**config.mk**
```make
export PLATFORM = sky130hd
export DESIGN_NAME = fp_int_mul_serial_flat
export DESIGN_NICKNAME = d
export VERILOG_FILES = /design/src/rtl/fp_int_mul_serial_pkg.sv /design/src/rtl/fp_int_mul_serial_if.sv /design/src/rtl/fp_int_mul_serial_mac_step.sv /design/src/rtl/fp_int_mul_serial.sv /design/src/flat_wrapper.sv
export SDC_FILE = /design/constraint.sdc
export NUM_CORES = 1
export LEC_CHECK = 0
export ABC_AREA = 1
export BUFFER_PORTS_ARGS = -buffer_cell sky130_fd_sc_hd__buf_2
export CORE_ASPECT_RATIO = 0.5
export CORE_MARGIN = 5
export CORE_UTILIZATION = 35
export CTS_CLUSTER_SIZE = 16
export DETAILED_ROUTE_END_ITERATION = 8
export GPL_TIMING_DRIVEN = 1
export PLACE_DENSITY_LB_ADDON = 0.25
export SYNTH_ARGS = -nofsm -noshare
export SYNTH_HDL_FRONTEND = slang
export SYNTH_SLANG_ARGS = --single-unit
export TNS_END_PERCENT = 10
```
**constraint.sdc**
```tcl
create_clock -name clk -period 3.9 [get_ports clk]
set_input_delay 0.585 -clock clk [delete_from_list [all_inputs] [get_ports clk]]
set_output_delay 0.585 -clock clk [all_outputs]
set_load 0.03 [all_outputs]
```
**src/rtl/fp_int_mul_serial_pkg.sv**
```systemverilog
// Shared definitions for the bit-serial FP x INT multiplier: format defaults, FSM states
// and the weight-precision clamp.
package fp_int_pkg;

  localparam int unsigned Fp16ExpW = 5;
  localparam int unsigned Fp16ManW = 10;

  typedef enum logic [1:0] {StIdle, StRun, StDone} state_e;

  // A zero precision still consumes one (sign) bit; oversize requests saturate.
  function automatic int unsigned clamp_prec(input int unsigned prec,
                                             input int unsigned max_prec);
    if (prec == 0) return 1;
    if (prec > max_prec) return max_prec;
    return prec;
  endfunction

endpackage

```
**src/rtl/fp_int_mul_serial_if.sv**
```systemverilog
// Activation, weight-bit and result streams of the serial multiplier, plus the forward port.
interface fp_int_mul_serial_if
  import fp_int_pkg::*;
#(
  parameter int unsigned EXP_W    = Fp16ExpW,
  parameter int unsigned MAN_W    = Fp16ManW,
  parameter int unsigned MAX_PREC = 8,
  parameter int unsigned PREC_W   = 4
);
  localparam int unsigned ACT_W = 1 + EXP_W + MAN_W;
  localparam int unsigned MAG_W = MAN_W + 1 + MAX_PREC;

  logic [ACT_W-1:0]  act;
  logic [PREC_W-1:0] precision;
  logic              act_valid;
  logic              act_ready;
  logic              w_bit;
  logic              w_valid;
  logic              w_ready;
  logic              res_sign;
  logic [EXP_W-1:0]  res_exp;
  logic [MAG_W-1:0]  res_mag;
  logic              res_zero;
  logic              res_special;
  logic              out_valid;
  logic              out_ready;
  logic [ACT_W-1:0]  act_fwd;
  logic              act_fwd_valid;

  modport slave (
    input  act, precision, act_valid, w_bit, w_valid, out_ready,
    output act_ready, w_ready, res_sign, res_exp, res_mag, res_zero, res_special, out_valid,
           act_fwd, act_fwd_valid
  );

  modport master (
    output act, precision, act_valid, w_bit, w_valid, out_ready,
    input  act_ready, w_ready, res_sign, res_exp, res_mag, res_zero, res_special, out_valid,
           act_fwd, act_fwd_valid
  );

endinterface

```
**src/rtl/fp_int_mul_serial_mac_step.sv**
```systemverilog
// One Horner step of the MSB-first two's-complement weight multiply.
module serial_mac_step #(
  parameter int unsigned MAN_W = 10,
  parameter int unsigned ACC_W = 20
) (
  input  logic signed [ACC_W-1:0] acc_i,
  input  logic        [MAN_W:0]   m_i,
  input  logic                    w_bit_i,
  input  logic                    first_i,
  output logic signed [ACC_W-1:0] acc_o
);

  logic signed [ACC_W-1:0] addend;

  always_comb begin
    addend = w_bit_i ? $signed(ACC_W'(m_i)) : '0;
    // The first (sign) bit carries negative weight.
    if (first_i) acc_o = -addend;
    else         acc_o = (acc_i <<< 1) + addend;
  end

endmodule

```
**src/rtl/fp_int_mul_serial.sv**
```systemverilog
// Bit-serial FP x INT multiplier: latches one activation, consumes weight bits MSB first and
// emits an exact sign-magnitude fixed-point product with the activation exponent passed through.
module fp_int_mul_serial
  import fp_int_pkg::*;
#(
  parameter int unsigned EXP_W    = Fp16ExpW,
  parameter int unsigned MAN_W    = Fp16ManW,
  parameter int unsigned MAX_PREC = 8,
  parameter int unsigned PREC_W   = 4
) (
  input logic                clk,
  input logic                rst,
  fp_int_mul_serial_if.slave bus
);

  localparam int unsigned ACT_W = 1 + EXP_W + MAN_W;
  localparam int unsigned MAG_W = MAN_W + 1 + MAX_PREC;
  localparam int unsigned ACC_W = MAG_W + 1;

  state_e state_q, state_d;

  logic        [ACT_W-1:0]  act_q;
  logic        [PREC_W-1:0] prec_q;
  logic        [PREC_W-1:0] cnt_q;
  logic signed [ACC_W-1:0]  acc_q;
  logic signed [ACC_W-1:0]  acc_nxt;
  logic                     fwd_valid_q;

  logic                     res_sign_q, res_zero_q, res_special_q;
  logic        [EXP_W-1:0]  res_exp_q;
  logic        [MAG_W-1:0]  res_mag_q;

  logic              act_fire, w_fire, last_bit;
  logic [EXP_W-1:0]  act_exp;
  logic [MAN_W:0]    m_op;
  logic [MAG_W-1:0]  mag_nxt;

  assign act_fire = bus.act_valid && bus.act_ready;
  assign w_fire   = bus.w_valid && bus.w_ready;
  assign last_bit = w_fire && ((cnt_q + PREC_W'(1)) == prec_q);

  assign act_exp = act_q[MAN_W +: EXP_W];
  assign m_op    = {(act_exp != '0), act_q[MAN_W-1:0]};

  serial_mac_step #(
    .MAN_W (MAN_W),
    .ACC_W (ACC_W)
  ) u_step (
    .acc_i   (acc_q),
    .m_i     (m_op),
    .w_bit_i (bus.w_bit),
    .first_i (cnt_q == '0),
    .acc_o   (acc_nxt)
  );

  // |acc| always fits MAG_W bits, so the truncation is lossless.
  assign mag_nxt = acc_nxt[ACC_W-1] ? MAG_W'(-acc_nxt) : acc_nxt[MAG_W-1:0];

  always_ff @(posedge clk or negedge rst) begin
    if (!rst) state_q <= StIdle;
    else      state_q <= state_d;
  end

  always_comb begin
    state_d = state_q;
    unique case (state_q)
      StIdle:  if (act_fire) state_d = StRun;
      StRun:   if (last_bit) state_d = StDone;
      StDone:  if (bus.out_ready) state_d = bus.act_valid ? StRun : StIdle;
      default: state_d = StIdle;
    endcase
  end

  always_comb begin
    bus.act_ready = (state_q == StIdle) || ((state_q == StDone) && bus.out_ready);
    bus.w_ready   = (state_q == StRun);
    bus.out_valid = (state_q == StDone);
  end

  always_ff @(posedge clk or negedge rst) begin
    if (!rst) begin
      act_q         <= '0;
      prec_q        <= '0;
      cnt_q         <= '0;
      acc_q         <= '0;
      fwd_valid_q   <= 1'b0;
      res_sign_q    <= 1'b0;
      res_exp_q     <= '0;
      res_mag_q     <= '0;
      res_zero_q    <= 1'b0;
      res_special_q <= 1'b0;
    end else begin
      fwd_valid_q <= act_fire;
      if (act_fire) begin
        act_q  <= bus.act;
        prec_q <= PREC_W'(clamp_prec(32'(bus.precision), MAX_PREC));
        cnt_q  <= '0;
        acc_q  <= '0;
      end
      if (w_fire) begin
        acc_q <= acc_nxt;
        cnt_q <= cnt_q + PREC_W'(1);
      end
      if (last_bit) begin
        res_sign_q    <= (act_q[ACT_W-1] ^ acc_nxt[ACC_W-1]) && (mag_nxt != '0);
        res_exp_q     <= act_exp;
        res_mag_q     <= mag_nxt;
        res_zero_q    <= (mag_nxt == '0);
        res_special_q <= &act_exp;
      end
    end
  end

  assign bus.act_fwd       = act_q;
  assign bus.act_fwd_valid = fwd_valid_q;
  assign bus.res_sign      = res_sign_q;
  assign bus.res_exp       = res_exp_q;
  assign bus.res_mag       = res_mag_q;
  assign bus.res_zero      = res_zero_q;
  assign bus.res_special   = res_special_q;

endmodule

```
**src/flat_wrapper.sv**
```systemverilog
// flat-port wrapper written by rule: the top's interface ports become plain ports
module fp_int_mul_serial_flat import fp_int_pkg::*;
#(
  parameter int unsigned EXP_W    = Fp16ExpW,
  parameter int unsigned MAN_W    = Fp16ManW,
  parameter int unsigned MAX_PREC = 8,
  parameter int unsigned PREC_W   = 4
)
  (clk, rst, bus_act, bus_precision, bus_act_valid, bus_w_bit, bus_w_valid, bus_out_ready, bus_act_ready, bus_w_ready, bus_res_sign, bus_res_exp, bus_res_mag, bus_res_zero, bus_res_special, bus_out_valid, bus_act_fwd, bus_act_fwd_valid);
  fp_int_mul_serial_if #(.EXP_W(EXP_W), .MAN_W(MAN_W), .MAX_PREC(MAX_PREC), .PREC_W(PREC_W)) bus_i ();
  input logic clk;
  input logic rst;
  input wire logic [$bits(bus_i.act)-1:0] bus_act;
  input wire logic [$bits(bus_i.precision)-1:0] bus_precision;
  input wire logic [$bits(bus_i.act_valid)-1:0] bus_act_valid;
  input wire logic [$bits(bus_i.w_bit)-1:0] bus_w_bit;
  input wire logic [$bits(bus_i.w_valid)-1:0] bus_w_valid;
  input wire logic [$bits(bus_i.out_ready)-1:0] bus_out_ready;
  output wire logic [$bits(bus_i.act_ready)-1:0] bus_act_ready;
  output wire logic [$bits(bus_i.w_ready)-1:0] bus_w_ready;
  output wire logic [$bits(bus_i.res_sign)-1:0] bus_res_sign;
  output wire logic [$bits(bus_i.res_exp)-1:0] bus_res_exp;
  output wire logic [$bits(bus_i.res_mag)-1:0] bus_res_mag;
  output wire logic [$bits(bus_i.res_zero)-1:0] bus_res_zero;
  output wire logic [$bits(bus_i.res_special)-1:0] bus_res_special;
  output wire logic [$bits(bus_i.out_valid)-1:0] bus_out_valid;
  output wire logic [$bits(bus_i.act_fwd)-1:0] bus_act_fwd;
  output wire logic [$bits(bus_i.act_fwd_valid)-1:0] bus_act_fwd_valid;
  assign bus_i.act = bus_act;
  assign bus_i.precision = bus_precision;
  assign bus_i.act_valid = bus_act_valid;
  assign bus_i.w_bit = bus_w_bit;
  assign bus_i.w_valid = bus_w_valid;
  assign bus_i.out_ready = bus_out_ready;
  assign bus_act_ready = bus_i.act_ready;
  assign bus_w_ready = bus_i.w_ready;
  assign bus_res_sign = bus_i.res_sign;
  assign bus_res_exp = bus_i.res_exp;
  assign bus_res_mag = bus_i.res_mag;
  assign bus_res_zero = bus_i.res_zero;
  assign bus_res_special = bus_i.res_special;
  assign bus_out_valid = bus_i.out_valid;
  assign bus_act_fwd = bus_i.act_fwd;
  assign bus_act_fwd_valid = bus_i.act_fwd_valid;
  fp_int_mul_serial #(.EXP_W(EXP_W), .MAN_W(MAN_W), .MAX_PREC(MAX_PREC), .PREC_W(PREC_W)) u_core (.clk(clk), .rst(rst), .bus(bus_i));
endmodule
```
==> impl_metrics.json <==
{
  "status": "finished, final reports clean",
  "async_reset_ff_frac": 1.000,
  "dpl.hpwl_um": 10500,
  "synth_xor_area_frac": 0.02927,
  "ys_ff_latch": 73,
  "routed_wl_um": 13670,
  "cts_setup_buffers": 0,
  "worstMarginPinSlew_ns": 0.9793,
  "die_h_um": 92.71,
  "dr_total_vias": 4701,
  "grt_usage": 0.1747,
  "slew-limit-headroom": 0.3472,
  "ys_warn_count": 0,
  "postRouteAntennaNets": 0,
  "drive_gt1_frac": 0.1723,
  "multiInputGateArea_um2": 2562,
  "ir_worst_vdd_v": 0.0003621,
  "viasPerCell": 4.959,
  "synth_top_family_by_area": "simple AND/OR/NAND/NOR gates",
  "drc": 0,
  "cts.root.buffer_cell": "clkbuf_16",
  "ys_seq_area_frac": 0.3815,
  "met2_usage": 0.2864,
  "fin_nets": 807,
  "cp.arrival_ns": 3.75,
  "fillers": 1428,
  "yosys.area_share.simple": 0.3805,
  "start_kind": "flip-flop",
  "synth-compound-area-share": 0.08727,
  "netlist_top_cells_area": "dfrtp_1, nand2_1, nand3_1",
  "drv_slew": 0,
  "cts_sinks": 73,
  "io_pins": 73,
  "synth_edf_count": 0,
  "coreArea_um2": 13480,
  "grt_pass1_vias": 4620,
  "syn_inst": 694,
  "gp_congestion": 0.9010,
  "worstSetupPathType": "flip-flop to flip-flop",
  "hold_class": "input port to asynchronous set/reset pin",
  "cts_repair_resize_count": 0,
  "start_util": 0.3553,
  "rsz0062_at_grt": "false",
  "cts_tree": "done",
  "dieArea_um2": 16260,
  "synth_most_common_cell": "nand2_1",
  "synthAdderAreaFrac": 0.03815,
  "grtUsageMet1": 0.2393,
  "cts_buffers": 9,
  "power.total_w": 0.005941,
  "met3_usage": 0.02977,
  "fin_setup_tns_ns": 0,
  "critical_path.endpoint_type": "flip-flop",
  "syn2layout_area_growth_pct": 18.42,
  "grt_pass1_wl_um": 23160,
  "max_freq_mhz": 283.5,
  "dpl_worst_slack_ns": 0.2308,
  "synth_flop_cell": "dfrtp_1",
  "synth_area_per_cell_um2": 6.900,
  "htree_levels": 3,
  "clkLatencyLatePin_ns": 0.34,
  "gr-max-usage-layer": "met2",
  "utilization": 0.4208,
  "n_antenna_cell": 0,
  "die_w_um": 175.4,
  "synthTopCellsByCount": "nand2_1, inv_1, dfrtp_1, nand3_1, nor2_1",
  "grt-ovfl-total": 0,
  "regArea_um2": 1827,
  "synth.distinct_cells": 39,
  "power_density_nw_per_um2": 1048,
  "setup_slack_ns": 0.3730,
  "syn_area_um2": 4788,
  "crit_fanout": 30,
  "synth_top_area_frac": 0.3815,
  "antenna_found_initial": 0,
  "fin_hold_ws_ns": 0.3688,
  "min_period_ns": 3.527,
  "fin_worst_skew_ns": 0.007022,
  "grt_max_degree": 74,
  "clkTransAtPathRegs_ns": 0.06,
  "drtPass1Iterations": 5,
  "yosys.area.top_type": "dfrtp_1",
  "synthMuxAreaShare": 0,
  "cap_violations": 0,
  "ctsHoldBuffers": 0,
  "hold_viol_final": 0,
  "wl_per_cell_um": 14.42,
  "row_count": 30,
  "finalSetupViolations": 0,
  "critPathRequiredTime_ns": 4.13,
  "synth_nets": 734,
  "dr.first_iter.drc_count": 317,
  "min_period_over_period": 0.9044,
  "cts_max_path_buffers": 2,
  "io_buffer_count": 72,
  "power_leakage_nw": 3.085
}
-- layer usage --
metal | wire (µm) | vias up
li1 | - | 2376
met1 | 6731 | 2194
met2 | 6227 | 109
met3 | 461 | 22
met4 | 248 | 0
met5 | 0 | -
-- flip-flops by register name, indices dropped and copies added, names as in the netlist --
register / cells
u_core.bus.res_mag: 19
u_core.bus.act_fwd: 16
u_core.cnt_q: 4
u_core.prec_q: 4
u_core.bus.res_special: 1
u_core.acc_q: 19
u_core.bus.res_exp: 5
u_core.bus.res_zero: 1
u_core.bus.res_sign: 1
u_core.state_q: 2
u_core.bus.act_fwd_valid: 1
-- power breakdown --
part / internal (W) / total, W / switching (W)
registers: 0.00108 / 0.00135 / 0.000270
logic: 0.00116 / 0.00373 / 0.00257
clock network: 0.000518 / 0.000856 / 0.000338
-- layout by cell type, fill, tap and decap left out, types with 2 or more instances in the layout --
master,n
xnor2_1,2
a21oi_1,12
o22ai_1,14
o21ai_1,2
nand2_2,13
o21ai_0,33
nor2_4,3
inv_1,75
ha_1,13
nand4_1,15
clkbuf_16,9
inv_2,8
xor2_1,14
nand3_2,4
nor2_1,40
a31oi_1,7
nor3_1,7
nor2_2,5
buf_2,71
nand3_1,61
nand2_1,257
clkinv_1,2
dfrtp_1,73
clkinv_4,2
a32o_1,2
nand3b_1,2
buf_4,8
-- cell families after synthesis --
| logic type | after synthesis |
|---|---|
| flops | 73 |
| compound gates | 74 |
| xor+xnor | 16 |
| simple gates | 414 |
| buf+inv | 103 |
| fa+ha+maj | 14 |
-- critical path, cell delays in order, from the launching register on --
cell and delay, ns:
dfrtp_1 0.44, nor3_1 0.19, nand3_1 0.12, nand2_1 0.17
inv_1 0.09, ha_1 0.36, nand2_1 0.14, nor2_1 0.30
nand4_1 0.23, nand3_1 0.15, nand3_2 0.11, nand2_1 0.13
buf_12 0.17, nand2_1 0.12, nand2_1 0.10, nand2_1 0.07
nor2_1 0.08, nand3_1 0.09, nor2_1 0.15, nand3_1 0.09
nand2_1 0.06, nand2_1 0.05
-- metrics by stage --
| step | std cells | instance area, µm² |
|---|---|---|
| 3_5_place_dp | 932 | 5364 |
| 6_report | 948 | 5670 |
| 5_1_grt | 948 | 5670 |
| 4_1_cts | 948 | 5670 |
| 2_1_floorplan | 694 | 4788 |
| 3_3_place_gp | 932 | 5364 |
-- final timing paths --
| path | depth (start not counted) | end | from | slack, ns |
|---|---|---|---|---|
| worst max register to register | 21 | u_core.bus.res_sign | u_core.bus.act_fwd[12] | 0.37 |
| worst max-delay path | 21 | u_core.bus.res_sign | u_core.bus.act_fwd[12] | 0.37 |
| max in group asynchronous | 1 | u_core.bus.res_mag[12] | rst | 2.85 |
| worst min register to register | 2 | u_core.bus.res_exp[3] | u_core.bus.res_exp[3] | 0.47 |
| worst min-delay path | 1 | u_core.bus.act_fwd[2] | rst | 0.37 |
| min in group clk | 2 | u_core.state_q[1] | bus_out_ready | 0.44 |
-- layout make-up --
cell class,instances,share of cell area
Clock buffer,11,0.04281
Clock inverter,5,0.01125
Inverter,85,0.05627
Multi-Input combinational cell,518,0.4519
Sequential cell,73,0.3222
Tap cell,176,0.03883
Timing Repair Buffer,80,0.07679
Power figures use the tool's default switching activity.
